==> src/rtl/mem_arbiter_2x1.sv <==
// Two-requester round-robin arbiter in front of a single memory: latches the
// winner's request, holds registered strobes for MEM_LATENCY cycles, then acks.

// Per-requester response slice: read-data holding register and ack pulse.
module mem_arb_port #(
    parameter int DATA_WIDTH = 32
) (
    input  logic                  clk,
    input  logic                  rst_n,
    input  logic                  done,
    input  logic                  rd,
    input  logic [DATA_WIDTH-1:0] mem_data,
    output logic [DATA_WIDTH-1:0] rdata,
    output logic                  ack
);
    always_ff @(posedge clk or negedge rst_n) begin
        if (!rst_n) begin
            ack   <= 1'b0;
            rdata <= '0;
        end else begin
            ack <= done;
            if (done && rd)
                rdata <= mem_data;
        end
    end
endmodule

module mem_arbiter_2x1 #(
    parameter int ADDR_WIDTH  = 26,
    parameter int DATA_WIDTH  = 32,
    parameter int MEM_LATENCY = 1
) (
    input  logic                  CLK,
    input  logic                  RST,
    input  logic                  REQ0,
    input  logic                  REQ1,
    input  logic                  WE0,
    input  logic                  WE1,
    input  logic [ADDR_WIDTH-1:0] ADDR0,
    input  logic [ADDR_WIDTH-1:0] ADDR1,
    input  logic [DATA_WIDTH-1:0] WDATA0,
    input  logic [DATA_WIDTH-1:0] WDATA1,
    output logic [DATA_WIDTH-1:0] RDATA0,
    output logic [DATA_WIDTH-1:0] RDATA1,
    output logic                  ACK0,
    output logic                  ACK1,
    output logic                  MEM_READ,
    output logic                  MEM_WRITE,
    output logic [ADDR_WIDTH-1:0] MEM_ADDR,
    output logic [DATA_WIDTH-1:0] MEM_DATA_IN,
    input  logic [DATA_WIDTH-1:0] MEM_DATA_OUT
);
    typedef enum logic [1:0] {IDLE, ACCESS, DONE} state_t;

    typedef struct packed {
        logic                  we;
        logic [ADDR_WIDTH-1:0] addr;
        logic [DATA_WIDTH-1:0] wdata;
    } req_t;

    state_t     state, state_n;
    req_t [1:0] req_in;
    req_t       cur, nxt;
    logic [1:0] req;
    logic [3:0] cnt, cnt_n;
    logic       last, gnt_id, gnt_sel, grant, done;

    logic [1:0][DATA_WIDTH-1:0] rdata_arr;
    logic [1:0]                 ack_arr;

    assign req       = {REQ1, REQ0};
    assign req_in[0] = {WE0, ADDR0, WDATA0};
    assign req_in[1] = {WE1, ADDR1, WDATA1};

    always_comb begin
        state_n = state;
        cnt_n   = cnt;
        grant   = 1'b0;
        gnt_sel = 1'b0;
        done    = 1'b0;
        case (state)
            IDLE: if (|req) begin
                grant   = 1'b1;
                // On a tie the requester that did not win last time goes next.
                gnt_sel = (&req) ? ~last : req[1];
                cnt_n   = 4'(MEM_LATENCY);
                state_n = ACCESS;
            end
            ACCESS: begin
                cnt_n = cnt - 4'd1;
                if (cnt <= 4'd1) begin
                    state_n = DONE;
                    done    = 1'b1;
                end
            end
            DONE:    state_n = IDLE;
            default: state_n = IDLE;
        endcase
        nxt = grant ? req_in[gnt_sel] : cur;
    end

    // Strobes are computed from next state so they are true flops aligned with ACCESS.
    always_ff @(posedge CLK or negedge RST) begin
        if (!RST) begin
            state       <= IDLE;
            last        <= 1'b1;
            cnt         <= '0;
            cur         <= '0;
            gnt_id      <= 1'b0;
            MEM_READ    <= 1'b0;
            MEM_WRITE   <= 1'b0;
            MEM_ADDR    <= '0;
            MEM_DATA_IN <= '0;
        end else begin
            state <= state_n;
            cnt   <= cnt_n;
            if (grant) begin
                cur    <= req_in[gnt_sel];
                gnt_id <= gnt_sel;
                last   <= gnt_sel;
            end
            MEM_READ    <= (state_n == ACCESS) && !nxt.we;
            MEM_WRITE   <= (state_n == ACCESS) && nxt.we;
            MEM_ADDR    <= (state_n == ACCESS) ? nxt.addr : '0;
            MEM_DATA_IN <= (state_n == ACCESS && nxt.we) ? nxt.wdata : '0;
        end
    end

    for (genvar g = 0; g < 2; g++) begin : g_port
        mem_arb_port #(.DATA_WIDTH(DATA_WIDTH)) u_port (
            .clk      (CLK),
            .rst_n    (RST),
            .done     (done && (gnt_id == 1'(g))),
            .rd       (!cur.we),
            .mem_data (MEM_DATA_OUT),
            .rdata    (rdata_arr[g]),
            .ack      (ack_arr[g])
        );
    end

    assign RDATA0 = rdata_arr[0];
    assign RDATA1 = rdata_arr[1];
    assign ACK0   = ack_arr[0];
    assign ACK1   = ack_arr[1];
endmodule

==> config.mk <==
export PLATFORM = sky130hd
export DESIGN_NAME = mem_arbiter_2x1
export DESIGN_NICKNAME = d
export VERILOG_FILES = /design/src/rtl/mem_arbiter_2x1.sv
export SDC_FILE = /design/constraint.sdc
export NUM_CORES = 1
export LEC_CHECK = 0
export BUFFER_PORTS_ARGS = -buffer_cell sky130_fd_sc_hd__buf_2
export CORE_MARGIN = 2
export CORE_UTILIZATION = 39
export CTS_BUF_LIST = sky130_fd_sc_hd__clkbuf_8
export CTS_CLUSTER_SIZE = 20
export DETAILED_ROUTE_END_ITERATION = 8
export RECOVER_POWER = 25
export SLEW_MARGIN = 20
export SYNTH_ARGS = -nofsm -noshare
export SYNTH_HDL_FRONTEND = slang
export SYNTH_SLANG_ARGS = --single-unit
==> constraint.sdc <==
create_clock -name CLK -period 2.4 [get_ports CLK]
set_clock_uncertainty 0.2 [all_clocks]
set_input_delay 0.48 -clock CLK [delete_from_list [all_inputs] [get_ports CLK]]
set_output_delay 0.48 -clock CLK [all_outputs]
set_load 0.01 [all_outputs]
==> impl_metrics.tcl, run 1 <==
set metrics [dict create \
    slew_headroom_pct 11.5 \
    async_reset_ff_share_pct 100 \
    critPathCaptureType "flop" \
    dieArea_mm2 0.0221 \
    area_delta_synth_final_pct 27.1 \
    io_pins 280 \
    worstRegToRegCells 6 \
    core_mm2 0.0204 \
    ir_drop_mv 0.487 \
    synth_cell_types 40 \
    crit_required_ps 2530 \
    period_needed_ps 2220 \
    ant_nets 0 \
    p_leak_nw 5.05 \
    holdWs_ps 42.9 \
    syn_area_mm2 0.00816 \
    initial_core_util_pct 40.0 \
    crit_family "buffers and inverters" \
    first_pass_iters 4 \
    fp-row-count 52 \
    num-nets-final 1022 \
    regArea_mm2 0.00483 \
    status "finished clean" \
    synth_seq_cells 193 \
    vias 5818 \
    clock_tree.buffer_depth 2 \
    synth_area_per_cell_um2 14.0 \
    syn_inst 583 \
    synth_edf_count 0 \
    crit_cells 6 \
    synth_ff_type "dfrtp_1" \
    finalSetupViolCount 0 \
    fill_cells 1791 \
    totalWireLength_um 19700 \
    cts_made_buffers 17 \
    gp_congestion 0.732 \
    yosysWarnings 0 \
    first_global_vias 5823 \
    critPathMaxStageDelay_ps 540 \
    arrival_ps 2350 \
    hold_depth 2 \
    grt_pass1_wl_um 30600 \
    clockRootBuffer "clkbuf_8" \
    grt_max_degree 52 \
    io_buffer_count 279 \
    dp_cells 1110 \
    path_cells "dlygate4sd3_1 > buf_2 > a21boi_4 > buf_12 > mux2_2 > mux2_1" \
    grt_usage_pct 17.8 \
    cts_setup_buffers 0 \
    rsz0062_at_grt "no" \
    clock_latency_ps 450 \
    setup_tns_ps 0 \
    die_x_um 149 \
    yosysSeqAreaShare_pct 59.2 \
    clkTransAtPathRegs_ps 110 \
    slowest_stage "dlygate4sd3_1" \
    multi_input_area_mm2 0.00305 \
    final_cells 1149 \
    max-cap-violations 0 \
    syn-num-nets 739 \
    cp_num_buf_inv 3 \
    tritoncts "done" \
    ctsHoldBuffers 2 \
    drtIter0Drc 231 \
    utilization_pct 50.9 \
    cts_sinks 193 \
    cts_resized 0 \
    via_per_inst 5.06 \
    min_path_type "input pin to flop" \
    hold_viol 0 \
    antenna_found_initial 1 \
    drc 0 \
    ctsHtreeMaxLevel 4 \
    wire_per_inst_um 17.2 \
    die_y_um 149 \
    start_kind "input pin" \
    critPathKind "input pin to flop" \
    tightestPinTransition_ps 1330 \
    fmax_mhz 451 \
    fin_area_mm2 0.0104 \
    critPathMaxFanout 44 \
    gr-total-overflow 0 \
    dp_hpwl_um 13700 \
    drive_gt1_share_pct 46.4 \
    dpl_cell_area_mm2 0.00994 \
    slew_viol_final 0 \
    powerDensity_mw_per_mm2 1230 \
    period_share_pct 92.3 \
]
-- cell type report --
type                            count  share of cell area, %
Antenna cell                        1                 0.0241
Clock buffer                       17                   2.26
Clock inverter                     14                   1.39
Inverter                            4                  0.145
Multi-Input combinational cell    341                   29.5
Sequential cell                   193                   46.6
Tap cell                          270                   3.26
Timing Repair Buffer              309                   16.9
-- cell usage in the layout (no fill, tap or decap), types with 2 or more instances in the layout --
cell / synthesis / routed
inv_1: 4 / 4
o2bb2ai_1: 26 / 26
nand4_2: 2 / 2
dfrtp_1: 192 / 192
mux2i_1: 26 / 26
a31oi_1: 2 / 2
ha_1: 2 / 2
o22ai_1: 2 / 2
dlygate4sd3_1: 0 / 7
nand2b_1: 2 / 2
nor3_1: 3 / 3
clkbuf_8: 0 / 17
nand2_1: 6 / 6
buf_4: 4 / 11
or2_1: 3 / 3
clkinv_8: 0 / 2
inv_6: 0 / 3
clkbuf_2: 0 / 2
mux2_2: 65 / 65
and3_1: 32 / 32
buf_2: 20 / 278
inv_8: 0 / 4
mux2_1: 63 / 63
buf_12: 0 / 9
a21oi_1: 55 / 55
nor2_1: 3 / 3
a221o_1: 32 / 32
clkinv_4: 0 / 4
-- per-stage QoR --
stage	worst slack, ps	power (mW)
6_report	184	12.8
2_1_floorplan	406	8.80
5_1_grt	92.4	13.7
3_5_place_dp	265	10.9
4_1_cts	215	13.0
3_3_place_gp	291	10.8
-- layer usage --
| metal | GRT usage, % | routed length, µm | vias up | share of wire, % |
|---|---|---|---|---|
| met4 | 4.67 | 204 | 0 | 1.0 |
| met5 | 0 | 0 | - | 0 |
| met1 | 22.9 | 8460 | 2862 | 43 |
| li1 | - | - | 2737 | - |
| met3 | 5.86 | 1710 | 15 | 8.7 |
| met2 | 29.0 | 9350 | 204 | 47 |
-- power breakdown --
| part | total [mW] | internal, mW | switching, mW |
|---|---|---|---|
| sequential | 5.53 | 4.83 | 0.698 |
| combinational | 5.22 | 2.48 | 2.74 |
| clock | 2.04 | 0.772 | 1.27 |
| total | 12.8 | 8.08 | 4.71 |
-- registers in the layout, indices dropped and copies added, names as in the netlist --
name and cells:
last 1, MEM_DATA_IN 32, gnt_id 1, state 2, g_port.u_port.rdata 64, g_port.u_port.ack 2, MEM_ADDR 26, cur 59
MEM_READ 1, cnt 4, MEM_WRITE 1
-- cells by family after synthesis --
| group | after synthesis | synth area share (%) |
|---|---|---|
| compound gates | 124 | 11.4 |
| xor+xnor | 2 | 0.215 |
| fa+ha+maj | 2 | 0.307 |
| buf+inv | 49 | 3.48 |
| flops | 193 | 59.2 |
| mux | 154 | 20.9 |
| simple gates | 59 | 4.51 |
-- synth_stat cells (3+ instances only) --
library cell | instances | area, µm²
dfrtp_1 | 192 | 4800
mux2_2 | 65 | 732
mux2_1 | 63 | 709
a21oi_1 | 55 | 275
a221o_1 | 32 | 320
and3_1 | 32 | 200
mux2i_1 | 26 | 260
o2bb2ai_1 | 26 | 228
buf_2 | 20 | 100
clkbuf_1 | 13 | 48.8
buf_6 | 8 | 90.1
nand2_1 | 6 | 22.5
buf_4 | 4 | 30.0
inv_1 | 4 | 15.0
nor2_1 | 3 | 11.3
nor3_1 | 3 | 15.0
or2_1 | 3 | 18.8
-- final timing paths --
kind                                  start                          to  slack (ps)
min reg2reg                         cur[40]                 MEM_ADDR[8]         290
min                        MEM_DATA_OUT[17]  g_port[0].u_port.rdata[17]          40
max reg2reg                          cnt[0]              MEM_DATA_IN[0]         250
max                                    REQ0                     cur[29]         180
max in group asynchronous               RST                        last         310
min in group asynchronous               RST  g_port[0].u_port.rdata[20]         660
No activity file was read; power rests on OpenSTA's default activity.
==> inputs of run 2 (changes only) <==
--- a/config.mk
+++ b/config.mk
@@ -15,4 +15,5 @@
 export SLEW_MARGIN = 20
 export SYNTH_ARGS = -nofsm -noshare
 export SYNTH_HDL_FRONTEND = slang
+export SYNTH_HIERARCHICAL = 1
 export SYNTH_SLANG_ARGS = --single-unit
==> constraint.sdc (replaced) <==
create_clock -name CLK -period 2.4 [get_ports CLK]
set_clock_uncertainty 0.2 [all_clocks]
set_input_delay 0.48 -clock CLK [delete_from_list [all_inputs] [get_ports CLK]]
set_output_delay 0.48 -clock CLK [all_outputs]
set_load 0.02 [all_outputs]
==> run 2 against run 1 <==
  * Register-to-register slack worse by 70 ps
  * Synthesized cell count down 0.51%
  * Critical path type is now flop to flop
  * Design area increased by 1.6%
  * Setup slack got worse by 7.3 ps
  * Highest routed layer is now met5
==> impl_metrics.tcl, run 2 <==
set metrics [dict create \
    status "finished clean" \
    gp_congestion 0.766 \
    met1_usage_pct 24.0 \
    tritoncts "done" \
    synth_cell_types 40 \
    rsz0062_at_grt "no" \
    dp_hpwl_um 13900 \
    dieArea_mm2 0.0228 \
    critPathMaxFanout 12 \
    synthTopCellsByCount "dfrtp_1, mux2_2, mux2_4" \
    totalWireLength_um 20600 \
    syn_inst 580 \
    initial_core_util_pct 39.9 \
    hold_end "MEM_DATA_IN[0]" \
    path_cells "inv_1 > ha_1 > nor2_1 > or2_2 > nor3_1 > buf_4 > nand2_4 > buf_4 > mux2_4" \
    crit_family "simple AND/OR/NAND/NOR gates" \
    cp-startpoint "cnt[0]" \
    powerDensity_mw_per_mm2 1350 \
    synth_seq_cells 193 \
    num-nets-final 1014 \
    utilization_pct 50.0 \
    cts_sinks 193 \
    multi_input_area_mm2 0.00325 \
    clkTransAtPathRegs_ps 120 \
    synth_top_area_share_pct 57.0 \
    finalSetupViolCount 0 \
    syn_area_mm2 0.00842 \
    cpMostUsedCell "buf_4" \
    max-cap-violations 0 \
    fill_cells 1897 \
    clock_latency_ps 460 \
    tightestPinTransition_ps 869 \
    cts_setup_buffers 0 \
    clock_tree.buffer_depth 2 \
    drtIter0Drc 240 \
    syn-num-nets 736 \
    drc 0 \
    die_x_um 151 \
    io_buffer_count 279 \
    yosysMostFrequentCell "dfrtp_1" \
    gr-total-overflow 0 \
    fmax_mhz 450 \
    start_kind "flop" \
    slowest_stage "dfrtp_1" \
    final_common_cell "buf_2" \
    worst_r2r_endpoint "g_port[0].u_port/rdata[20]" \
    grtUsageMet3_pct 5.72 \
    vias 5841 \
    period_share_pct 92.6 \
    yosys.area.top_type "dfrtp_1" \
    core_mm2 0.0211 \
    antenna_found_initial 3 \
    grt-busiest-layer "met2" \
    arrival_ps 2370 \
    top_register "g_port.u_port/rdata" \
    synth_area_leaders "dfrtp_1, mux2_4, mux2_2, a221o_1, a21oi_1" \
    area_delta_synth_final_pct 25.1 \
    regArea_mm2 0.00483 \
    critPathMaxStageDelay_ps 430 \
    worstRegToRegCells 9 \
    first_pass_iters 4 \
    grt_max_degree 81 \
    via_per_inst 5.09 \
    first_global_vias 5900 \
    reg2reg_from "cnt[0]" \
    slew_viol_final 0 \
    slew_headroom_pct 42.1 \
    period_needed_ps 2220 \
    yosysWarnings 6 \
    hold_start "WDATA0[0]" \
    ir_drop_mv 0.504 \
    grt_usage_pct 18.1 \
    synth_area_per_cell_um2 14.5 \
    top_regs "g_port.u_port/rdata x64, cur x59, MEM_DATA_IN x32" \
    hold_depth 2 \
    grt_pass1_wl_um 32000 \
    r2r_slack_ps 180 \
    ant_nets 0 \
    clockRootBuffer "clkbuf_8" \
    setup_tns_ps 0 \
    cp_num_buf_inv 3 \
    crit_required_ps 2540 \
    fp-row-count 53 \
    synth_edf_count 0 \
    p_leak_nw 5.36 \
    die_y_um 151 \
    cts_made_buffers 17 \
    io_pins 280 \
    min_path_type "input pin to flop" \
    critPathKind "flop to flop" \
    ctsHtreeMaxLevel 4 \
    hold_viol 0 \
    synth_ff_type "dfrtp_1" \
    wire_per_inst_um 17.9 \
    met2_usage_pct 28.5 \
    largest_register_ffs 64 \
    async_reset_ff_share_pct 100 \
    critPathCaptureType "flop" \
    drive_gt1_share_pct 54.1 \
    final_cell_mix "buf_2, dfrtp_1, mux2_2" \
    yosysSeqAreaShare_pct 57.4 \
]
## run 2: how the worst max path moves through the flow
| stage | endpoint | slack [ps] | cells after the start |
|---|---|---|---|
| 2_1_floorplan | g_port[0].u_port/rdata[0] | 220 | 8 |
| 3_3_place_gp | g_port[0].u_port/rdata[23] | 210 | 9 |
| 3_5_place_dp | g_port[1].u_port/rdata[20] | 180 | 9 |
| 4_1_cts | g_port[1].u_port/rdata[27] | 180 | 9 |
| 5_1_grt | g_port[0].u_port/rdata[1] | 30 | 9 |
| 6_report | g_port[0].u_port/rdata[20] | 180 | 9 |
## run 2: per-stage QoR
| stage | cell area (µm²) | hold slack, ps | total power, mW | std cells | setup slack (ps) |
|---|---|---|---|---|---|
| 2_1_floorplan | 8420 | -15.6 | 10.1 | 580 | 219 |
| 3_3_place_gp | 10100 | 135 | 12.1 | 1112 | 210 |
| 3_5_place_dp | 10100 | 136 | 12.2 | 1112 | 184 |
| 4_1_cts | 10500 | 18.0 | 14.4 | 1146 | 181 |
| 5_1_grt | 10500 | 20.4 | 15.1 | 1148 | 26.1 |
| 6_report | 10500 | 56.5 | 14.2 | 1148 | 177 |
## run 2: final cells by class
type                    instances  area share [%]
flip-flops and latches        193            45.9
multi-input cells             339            30.9
repair buffers                303            16.0
well taps                     275            3.27
clock buffers                  17            2.22
clock inverters                15            1.59
inverters                       4           0.143
diodes                          2          0.0475
## run 2: power by group
part,leakage (nW),internal (mW),switching (mW)
sequential,2.32,4.84,0.777
combinational,2.83,2.92,3.51
clock,0.201,0.877,1.29
## run 2: worst reg2reg max path: cells and delay by family (launching register included)
family                   cells  cell delay (ps)
adder cells (fa/ha/maj)      1              160
flip-flops                   1              430
buffers and inverters        3              430
AND/OR/NAND/NOR              4              580
multiplexers                 1              320
## run 2: cell families (layout without fill, tap and decap cells)
logic type / count (synthesis) / count (layout) / synth area share (%)
multiplexers: 154 / 154 / 22.9
flip-flops: 193 / 193 / 57.4
AO/OA/AOI/OAI: 124 / 124 / 10.9
other: 0 / 2 / 0
AND/OR/NAND/NOR: 57 / 57 / 4.15
adder cells (fa/ha/maj): 2 / 2 / 0.297
buffers and inverters: 48 / 339 / 4.22
XOR/XNOR: 2 / 2 / 0.208
## run 2: metal layers
metal / part of all wire [%] / routed length (µm) / up-vias
met5: 0.053 / 11 / -
met4: 1.3 / 270 / 2
met3: 7.4 / 1520 / 19
met2: 47 / 9590 / 181
met1: 45 / 9200 / 2932
li1: - / - / 2707
## run 2: timing repair
item | in CTS | in global routing
hold buffers | 2 | 0
resized for setup | 0 | 1
endpoints found under the hold margin | 193 | 0
endpoints found under the setup margin | 0 | 3
==> inputs of run 3 (changes only) <==
--- a/config.mk
+++ b/config.mk
@@ -5,7 +5,7 @@
 export SDC_FILE = /design/constraint.sdc
 export NUM_CORES = 1
 export LEC_CHECK = 0
-export BUFFER_PORTS_ARGS = -buffer_cell sky130_fd_sc_hd__buf_2
+export BUFFER_PORTS_ARGS = -buffer_cell sky130_fd_sc_hd__buf_4
 export CORE_MARGIN = 2
 export CORE_UTILIZATION = 39
 export CTS_BUF_LIST = sky130_fd_sc_hd__clkbuf_8
==> run 3 against run 2 <==
  * Worst hold slack got worse by 11 ps
  * First-iteration DRC count is 15% lower
  * Routed wire length is 3.9% higher
  * Clock power is 9% lower
  * Combinational power increased by 9.5%
  * Via count up 1.4%
  * Non-clock buffer count up 4
  * Critical endpoint is now g_port[1].u_port/rdata[16]
==> impl_metrics.tcl, run 3 (synthesis gave the netlist of run 2 again) <==
set metrics [dict create \
    grt_max_degree 59 \
    first_global_vias 6130 \
    hold_end "MEM_DATA_IN[15]" \
    drtIter0Drc 204 \
    path_cells "inv_1 > ha_1 > nor2_1 > or2_2 > nor3_1 > buf_4 > nand2_4 > buf_12 > mux2_4" \
    start_kind "flop" \
    crit_required_ps 2540 \
    cts_resized 0 \
    tightestPinTransition_ps 848 \
    gp_congestion 0.793 \
    max-cap-violations 0 \
    r2r_slack_ps 130 \
    ctsHtreeMaxLevel 4 \
    initial_core_util_pct 39.9 \
    final_cell_mix "buf_4, dfrtp_1, mux2_2" \
    hold_start "WDATA0[15]" \
    finalSetupViolCount 0 \
    cts_sinks 193 \
    final_common_cell "buf_4" \
    dieArea_mm2 0.0228 \
    setup_tns_ps 0 \
    die_x_um 151 \
    fmax_mhz 441 \
    holdWs_ps 45.4 \
    first_pass_iters 4 \
    largest_register_ffs 64 \
    top_regs "g_port.u_port/rdata x64, cur x59, MEM_DATA_IN x32" \
    slew_headroom_pct 43.4 \
    period_share_pct 94.4 \
    grt_pass1_wl_um 32900 \
    dp_hpwl_um 15300 \
    num-nets-final 1018 \
    clock_latency_ps 460 \
    slew_viol_final 0 \
    critPathMaxFanout 16 \
    utilization_pct 53.1 \
    min_path_type "input pin to flop" \
    cp-startpoint "cnt[0]" \
    fp-row-count 53 \
    slowest_stage "dfrtp_1" \
    hold_viol 0 \
    drive_gt1_share_pct 53.8 \
    cts_made_buffers 17 \
    worstRegToRegCells 9 \
    gr-total-overflow 0 \
    rsz0062_at_grt "no" \
    tritoncts "done" \
    status "finished clean" \
    drc 0 \
    reg2reg_from "cnt[0]" \
    io_buffer_count 279 \
    core_mm2 0.0211 \
    vias 5921 \
    insertedDiodeCount 0 \
    clockRootBuffer "clkbuf_8" \
    clkTransAtPathRegs_ps 100 \
    io_pins 280 \
    hold_depth 2 \
    powerDensity_mw_per_mm2 1310 \
    grt_usage_pct 18.8 \
    worst_r2r_endpoint "g_port[1].u_port/rdata[16]" \
    via_per_inst 5.15 \
    wire_per_inst_um 18.6 \
    p_leak_nw 5.56 \
    top_register "g_port.u_port/rdata" \
    antenna_found_initial 0 \
    critPathMaxStageDelay_ps 430 \
    ir_drop_mv 0.461 \
    area_delta_synth_final_pct 33.1 \
    die_y_um 151 \
    arrival_ps 2410 \
    totalWireLength_um 21400 \
    critPathCaptureType "flop" \
    clock_tree.buffer_depth 2 \
    ant_nets 0 \
    period_needed_ps 2270 \
    critPathKind "flop to flop" \
]
-- run 3: how the worst max path moves through the flow --
stage | end | slack, ps | cells past startpoint
floorplan | g_port[0].u_port/rdata[0] | 220 | 8
global placement | g_port[0].u_port/rdata[10] | 200 | 9
detailed placement | g_port[1].u_port/rdata[16] | 140 | 9
CTS | g_port[1].u_port/rdata[16] | 130 | 9
global route | g_port[1].u_port/rdata[16] | 30 | 9
finish | g_port[1].u_port/rdata[16] | 130 | 9
-- run 3: per-layer routing --
metal / vias up / wire length (µm) / GRT usage, %
met5: - / 0 / 0
met1: 2953 / 8830 / 23.7
li1: 2716 / - / -
met2: 222 / 10500 / 31.1
met3: 30 / 1700 / 5.99
met4: 0 / 371 / 5.14
-- run 3: what timing repair did --
action,CTS,global route
hold buffers,2,0
endpoints found under the setup margin,0,0
buffers inserted,0,0
hold endpoints to repair,54,0
-- run 3: power by group --
group,internal [mW],switching (mW)
Combinational,3.54,3.50
Clock,0.747,1.23
Sequential,4.84,0.877
-- run 3: metrics by stage --
| stage | instances | power, mW | setup WS, ps | cell area, µm² |
|---|---|---|---|---|
| 3_5_place_dp | 1116 | 12.9 | 143 | 10800 |
| 2_1_floorplan | 580 | 10.1 | 219 | 8420 |
| 5_1_grt | 1150 | 15.6 | 25.8 | 11200 |
| 4_1_cts | 1150 | 14.9 | 126 | 11200 |
| 6_report | 1150 | 14.7 | 135 | 11200 |
| 3_3_place_gp | 1116 | 12.7 | 204 | 10800 |
-- run 3: worst max-delay path: cells and delay by family, from the launching register on --
family	cells	cell delay (ps)
simple gates	4	610
flops	1	430
buf+inv	3	430
mux	1	310
fa+ha+maj	1	170
-- run 3: area by class of cell --
| type | count | area (µm²) |
|---|---|---|
| repair buffers | 307 | 2400 |
| clock buffers | 17 | 234 |
| clock inverters | 15 | 128 |
| flip-flops and latches | 193 | 4830 |
| fillers | 1813 | 9880 |
| inverters | 4 | 15.0 |
| multi-input cells | 339 | 3250 |
| well taps | 275 | 344 |
